[config.mk]
export PLATFORM = sky130hd
export DESIGN_NAME = bist_scan_sequencer
export DESIGN_NICKNAME = d
export VERILOG_FILES = /design/src/rtl/bist_scan_sequencer.sv
export SDC_FILE = /design/constraint.sdc
export NUM_CORES = 1
export LEC_CHECK = 0
export CORE_ASPECT_RATIO = 1.1
export CORE_MARGIN = 5
export CORE_UTILIZATION = 52
export CTS_CLUSTER_SIZE = 30
export DETAILED_ROUTE_END_ITERATION = 7
export GPL_ROUTABILITY_DRIVEN = 0
export GPL_TIMING_DRIVEN = 0
export PLACE_DENSITY = 0.87
export SKIP_LAST_GASP = 1
export SYNTH_ARGS = -nofsm -noshare
export SYNTH_HDL_FRONTEND = slang
export SYNTH_SLANG_ARGS = --single-unit
[constraint.sdc]
create_clock -name CLK -period 4.4 [get_ports CLK]
set_input_delay 0.44 -clock CLK [delete_from_list [all_inputs] [get_ports CLK]]
set_output_delay 0.44 -clock CLK [all_outputs]
set_load 0.01 [all_outputs]
[src/rtl/bist_scan_sequencer.sv]
// Scan-BIST session sequencer: drives TPG/MISR/CUT controls through seed, shift/capture, unload and signature compare.
// Optional diagnostics outputs (diag_pattern, diag_sig) are enabled by defining BIST_SEQ_DIAG_EN.
module bist_scan_sequencer #(
    parameter int unsigned      CHAIN_LEN    = 16,
    parameter int unsigned      NUM_PATTERNS = 100,
    parameter int unsigned      SIG_W        = 12,
    parameter logic [SIG_W-1:0] GOLDEN       = '0
) (
    input  logic             CLK,
    input  logic             RST,
    input  logic             start,
    input  logic             abort,
    input  logic [SIG_W-1:0] signature,
    output logic             scan_en,
    output logic             tpg_sel,
    output logic             seed_load,
    output logic             misr_clr,
    output logic             misr_en,
    output logic             running,
    output logic             bist_end,
    output logic             pass_fail
`ifdef BIST_SEQ_DIAG_EN
    ,
    output logic [((NUM_PATTERNS > 1) ? $clog2(NUM_PATTERNS) : 1)-1:0] diag_pattern,
    output logic [SIG_W-1:0] diag_sig
`endif
);

    localparam int unsigned SW = (CHAIN_LEN > 1) ? $clog2(CHAIN_LEN) : 1;
    localparam int unsigned PW = (NUM_PATTERNS > 1) ? $clog2(NUM_PATTERNS) : 1;
    localparam logic [SW-1:0] SHIFT_LAST = SW'(CHAIN_LEN - 1);
    localparam logic [PW-1:0] PAT_LAST   = PW'(NUM_PATTERNS - 1);

    typedef enum logic [2:0] {
        S_IDLE,
        S_INIT,
        S_SHIFT,
        S_CAPTURE,
        S_UNLOAD,
        S_COMPARE,
        S_DONE
    } state_t;

    state_t        state;
    state_t        state_nxt;
    logic [SW-1:0] shift_cnt;
    logic [PW-1:0] pat_cnt;

    always_comb begin
        state_nxt = state;
        if (abort) begin
            state_nxt = S_IDLE;
        end else begin
            case (state)
                S_IDLE:    if (start) state_nxt = S_INIT;
                S_INIT:    state_nxt = S_SHIFT;
                S_SHIFT:   if (shift_cnt == SHIFT_LAST) state_nxt = S_CAPTURE;
                S_CAPTURE: state_nxt = (pat_cnt == PAT_LAST) ? S_UNLOAD : S_SHIFT;
                S_UNLOAD:  if (shift_cnt == SHIFT_LAST) state_nxt = S_COMPARE;
                S_COMPARE: state_nxt = S_DONE;
                S_DONE:    if (start) state_nxt = S_INIT;
                default:   state_nxt = S_IDLE;
            endcase
        end
    end

    // Outputs are decoded from the next state so they change on the same edge as the state register.
    always_ff @(posedge CLK or negedge RST) begin
        if (!RST) begin
            state     <= S_IDLE;
            shift_cnt <= '0;
            pat_cnt   <= '0;
            scan_en   <= 1'b0;
            tpg_sel   <= 1'b0;
            seed_load <= 1'b0;
            misr_clr  <= 1'b0;
            misr_en   <= 1'b0;
            running   <= 1'b0;
            bist_end  <= 1'b0;
            pass_fail <= 1'b0;
`ifdef BIST_SEQ_DIAG_EN
            diag_sig  <= '0;
`endif
        end else begin
            state     <= state_nxt;
            scan_en   <= (state_nxt == S_SHIFT) || (state_nxt == S_UNLOAD);
            tpg_sel   <= state_nxt inside {S_INIT, S_SHIFT, S_CAPTURE, S_UNLOAD};
            seed_load <= (state_nxt == S_INIT);
            misr_clr  <= (state_nxt == S_INIT);
            misr_en   <= state_nxt inside {S_SHIFT, S_CAPTURE, S_UNLOAD};
            running   <= state_nxt inside {S_INIT, S_SHIFT, S_CAPTURE, S_UNLOAD, S_COMPARE};
            bist_end  <= (state_nxt == S_DONE);

            if (state_nxt != S_DONE) begin
                pass_fail <= 1'b0;
            end else if (state == S_COMPARE) begin
                pass_fail <= (signature == GOLDEN);
            end

            // shift_cnt restarts at 0 on every entry into SHIFT or UNLOAD
            if ((state_nxt == S_SHIFT || state_nxt == S_UNLOAD) && state_nxt == state) begin
                shift_cnt <= shift_cnt + SW'(1);
            end else begin
                shift_cnt <= '0;
            end

            if (state_nxt == S_INIT || state_nxt == S_IDLE) begin
                pat_cnt <= '0;
            end else if (state == S_CAPTURE && state_nxt == S_SHIFT) begin
                pat_cnt <= pat_cnt + PW'(1);
            end

`ifdef BIST_SEQ_DIAG_EN
            if (state_nxt == S_INIT || state_nxt == S_IDLE) begin
                diag_sig <= '0;
            end else if (state == S_COMPARE && state_nxt == S_DONE) begin
                diag_sig <= signature;
            end
`endif
        end
    end

`ifdef BIST_SEQ_DIAG_EN
    assign diag_pattern = pat_cnt;
`endif

endmodule

---- Yosys cells after proc, flatten, opt, wreduce, memory -nomap -nowiden ----
Index checks and enable logic that the tools add are counted.
storage, ports and cells
  flip-flop bits (word level) ............. 21
  logic and storage cells ................. 52
  input bits .............................. 16
operators by class
  reductions and logical operators ........ 13
  eq/ne operators ......................... 16
  muxes and demuxes ....................... 11
  add/subtract/negate cells ............... 2
operator list
  cell                                                                   count
  3-bit equality test, second input constant                             6
  3-bit case mux with 6 select lines                                     1
  3-bit 2-to-1 mux                                                       5
  7-bit 2-to-1 mux                                                       2
  3-bit by 2-bit equality test with 1-bit output, second input constant  4
  12-bit logical NOT                                                     1
  7-bit by 1-bit adder with 7-bit output, second input constant          1
  7-bit equality test, second input constant                             1
  3-bit by 1-bit equality test with 1-bit output, second input constant  2
  3-bit logical NOT                                                      2
  5-bit nonzero test                                                     1
  4-bit by 1-bit adder with 4-bit output, second input constant          1
  4-bit equality test, second input constant                             1
  4-bit 2-to-1 mux                                                       1
  2-bit nonzero test                                                     2
  4-bit nonzero test                                                     1
  3-bit equality test                                                    1
  3-bit != test, second input constant                                   1
  3-bit nonzero test                                                     1
  1-bit logical AND                                                      2
  1-bit logical OR                                                       2
  1-bit 2-to-1 mux                                                       2
  2-bit OR reduction                                                     1

---- Depth between registers and ports, before layout ----
  depth after elaboration ................. 8
  depth in mapped cells ................... 5
  mapped depth without buffers ............ 5

---- Least setup slack after synthesis ----
Ideal clock, no wire load.
  path kind ............................... reg-to-reg
  start ................................... reg pat_cnt[3]
  end ..................................... reg tpg_sel
  stages on the path, launching flop included .. 5
  library setup time ...................... 0.079 ns
  required time ........................... 4.321 ns
  path slack .............................. 2.589 ns
  period minus slack after synthesis ...... 1.811 ns
  arrival time ............................ 1.732 ns
  cell sequence ........................... dfrtp_1 -> or4b_4 -> or4_4 -> a21oi_4 -> xor2_1
between the ends
  word-level cells in the longest chain between the ends .. 6
  elaborated cells between the ends (all ways) .. 9
ends and longest elaborated chain
  element                                                                       line  source
  start, declared                                                               47    logic [PW-1:0] pat_cnt;
  start signal, assigned                                                        110   pat_cnt <= pat_cnt + PW'(1);
  7-bit equality test (*)                                                       58    S_CAPTURE: state_nxt = (pat_cnt == PAT_LAST) ? S_UNLOAD : S_SHIFT;
  3-bit 2-to-1 mux (*)                                                          58
  3-bit case mux with 6 select lines (*)                                        54    case (state)
  3-bit 2-to-1 mux (*)                                                          51    if (abort) begin
  named net state_nxt[2]                                                        45    state_t state_nxt;
  3-bit by 1-bit equality test with 1-bit output, or another cell as far along  87    tpg_sel <= state_nxt inside {S_INIT, S_SHIFT, S_CAPTURE, S_UNLOAD};
  4-bit nonzero test (*)                                                        87
  end signal, assigned                                                          87
  end, declared                                                                 15    output logic tpg_sel,
Mark *: on every way through the listed nets, which the timed path passes. The rest lies on a longest branch.
A chain may end at the register's enable or synchronous reset.

---- Worst setup path after layout ----
  start ................................... reg pat_cnt[2]
  end ..................................... reg tpg_sel
The elaborated chain is that of the path after synthesis.

==> results.md <==
- Tcrit/Tclk final: 44.1%
- Most flops, register: pat_cnt
- # DRC: 0
- Power per cell area: 274 mW/mm²
- Largest net degree at the start of global routing: 22
- Flops & latches, synth: 21
- Initial antenna violation count: 0
- WL per Instance: 13.6 µm
- Grt met2 use: 30.9%
- Synthesized Nets: 119
- CP delay by family, top: simple AND/OR/NAND/NOR gates
- HPWL Detailed: 1680 µm
- Initial Util: 53.3%
- DR vias: 839
- DP Area: 0.00131 mm²
- Final nets: 147
- Die width: 52.7 µm
- Count of cell types in the netlist: 33
- Max Cap Viol: 0
- Outcome: finished, final reports clean
- Relative slew slack: 39.8%
- WP data arrival: 2.17 ns
- Tightest Hold Check Type: register to register
- Worst slew pin tran: 0.899 ns
- Layout cell share with drive strength beyond 1: 8.59%
- Largest regs: pat_cnt (7), shift_cnt (4), state (3)
- Worst-path cell chain: or4b_4 -> or4_4 -> a21oi_4 -> xor2_1
- H-tree levels: 1
- Reg clk slew, reported paths: 0.11 ns
- RSZ-0062 raised after global routing: no
- Crit. End Element: register
- Biggest cell delay along the critical path: 0.57 ns
- # setup viols final: 0
- Synth Instances: 101
- Synth Warn #: 0
- Most frequent cells after synthesis: 21 x dfrtp_1, 15 x nor2_1, 8 x xor2_1
- Fin area: 0.00134 mm²
- Mapped Avg Cell Area: 10.3 µm²
- ANT cells: 0
- Pleak: 0.574 nW
- WS Path Type: register to register
- Final wirelength: 2130 µm
- Sequential fraction of the synthesis area: 50.4%
- EDFF count, synth: 0
- Global-route wire length before repair: 3680 µm
- Die height: 57.0 µm
- Slowest stage cell on the critical path: or4b_4
- Pins over their slew limit: 0
- Drt initial violations: 3
- Synth top area share: 50.4%
- Post-DRT Antenna Nets: 0
- Vias in the first global route: 850
- Worst Path Buf+Inv: 0
- Area of the mapped netlist: 0.00104 mm²
- Boundary pin count: 24
- Hold WS: 0.482 ns
- Total track usage: 16.3%
- Grt ovf: 0
- Most frequent cell after synthesis: dfrtp_1
- CTS max path bufs: 2
- FF-to-FF setup slack: 2.46 ns
- FP Rows: 17
- Fin. Hold Viols: 0
- Max FFs per register: 7
- CTS Root Cell: clkbuf_4
- Critical Path Source: pat_cnt[2]
- Core box area: 0.00196 mm²
- RR Startpoint: pat_cnt[2]
- CP Max Fanout: 5
- Synth area leaders: dfrtp_1 50%, xor2_1 6.7%, nor2_1 5.4%
- Clock latency on the worst-skew pair: 0.29 ns
- Drt pass-1 iters: 4
- Biggest area consumer among synthesized cells: dfrtp_1
- GR Layer Usage met3: 2.35%
- Worst Setup Start Kind: register
- Gr busiest metal: met2
- Area Growth Syn to Fin: 28.1%
- Post-Route Setup TNS: 0 ns
- Num CTS Buffers: 3
- Clk_skew: 0.00213 ns
- Fmax: 516 MHz
- CTS tree: built
- Grt met1 use: 17.9%
- Required @ worst endpoint: 4.63 ns
- Setup Buffers After CTS: 0
- Crit path time final: 1.94 ns
- Via density: 5.38
- Hold path start: shift_cnt[0]
- CTS Hold Bufs: 0
- Tot Pwr: 365 µW
- Maximum vdd drop: 0.204 mV
- Resized cells post-CTS: 0
- Die ar.: 0.00300 mm²
- IO Port Bufs: 23
- Post-synth ARST share: 100%
- Number of clock sinks: 21
- Most used DFF post-synth: dfrtp_1
## per-layer routing
metal	vias to the layer above	part of all wire, %
met3	4	2.7
met5	-	0
met4	0	1.4
li1	407	-
met2	9	56
met1	419	40
## cells by family (layout without fill, tap and decap cells)
logic type	count (synthesis)	count (layout)	share of synthesized area, %
adders and majority gates	2	2	2.40
DFF	21	21	50.4
and+or+nand+nor	47	47	25.1
buffers and inverters	5	32	2.16
xor gates and xnor gates	10	10	8.40
muxes	3	3	3.00
AOI/OAI and AO/OA	13	13	8.52
## worst register-to-register path: stages, from the launching register on
cell	delay, ns
dfrtp_1	0.46
or4b_4	0.57
or4_4	0.51
a21oi_4	0.19
xor2_1	0.15
## cell usage in the layout, fill, tap and decap left out, drive strengths merged
cell / Yosys / layout
a21o: 1 / 1
a21oi: 5 / 5
a31oi: 1 / 1
a41oi: 1 / 1
and3: 4 / 4
and4bb: 1 / 1
buf: 1 / 1
clkbuf: 4 / 7
clkdlybuf4s50: 0 / 23
clkinv: 0 / 1
dfrtp: 21 / 21
ha: 2 / 2
mux2: 1 / 1
mux2i: 2 / 2
nand2: 6 / 6
nand2b: 2 / 2
nand3: 2 / 2
nand3b: 1 / 1
nand4: 4 / 4
nand4b: 1 / 1
nor2: 15 / 15
nor2b: 3 / 3
nor3: 1 / 1
nor3b: 1 / 1
nor4: 3 / 3
o211ai: 1 / 1
o21a: 1 / 1
o21ai: 3 / 3
or2: 1 / 1
or4: 1 / 1
or4b: 1 / 1
xnor2: 2 / 2
xor2: 8 / 8
## through the flow
step | utilization (%) | cells | setup slack, ns
floorplan | - | 101 | 2.59
global placement | 66.8 | 152 | 2.53
detailed placement | 66.8 | 152 | 2.49
CTS | 68.2 | 156 | 2.45
global route | 68.2 | 156 | 2.38
finish | 68.2 | 156 | 2.46
## final timing paths
kind / depth (start not counted) / end
worst max-delay path: 4 / tpg_sel
worst min-delay path: 1 / shift_cnt[0]
worst max register to register: 4 / tpg_sel
worst min register to register: 1 / shift_cnt[0]
max in group asynchronous: 1 / scan_en
min in group asynchronous: 1 / state[2]
## area by class of cell
| cell class | instances | area, µm² |
|---|---|---|
| repair buffers | 23 | 230 |
| flip-flops and latches | 21 | 526 |
| clock inverters | 1 | 5.00 |
| clock buffers | 3 | 22.5 |
| well taps | 28 | 35.0 |
| plain buffers | 5 | 22.5 |
| fillers | 177 | 622 |
| multi-input cells | 75 | 494 |
## power breakdown
| part | leakage (nW) | switching (mW) | internal (mW) |
|---|---|---|---|
| clock | 0.0177 | 0.0553 | 0.0338 |
| sequential | 0.287 | 0.00384 | 0.201 |
| combinational | 0.270 | 0.0332 | 0.0379 |
| total | 0.574 | 0.0923 | 0.273 |
(Power assumes the default switching activity.)
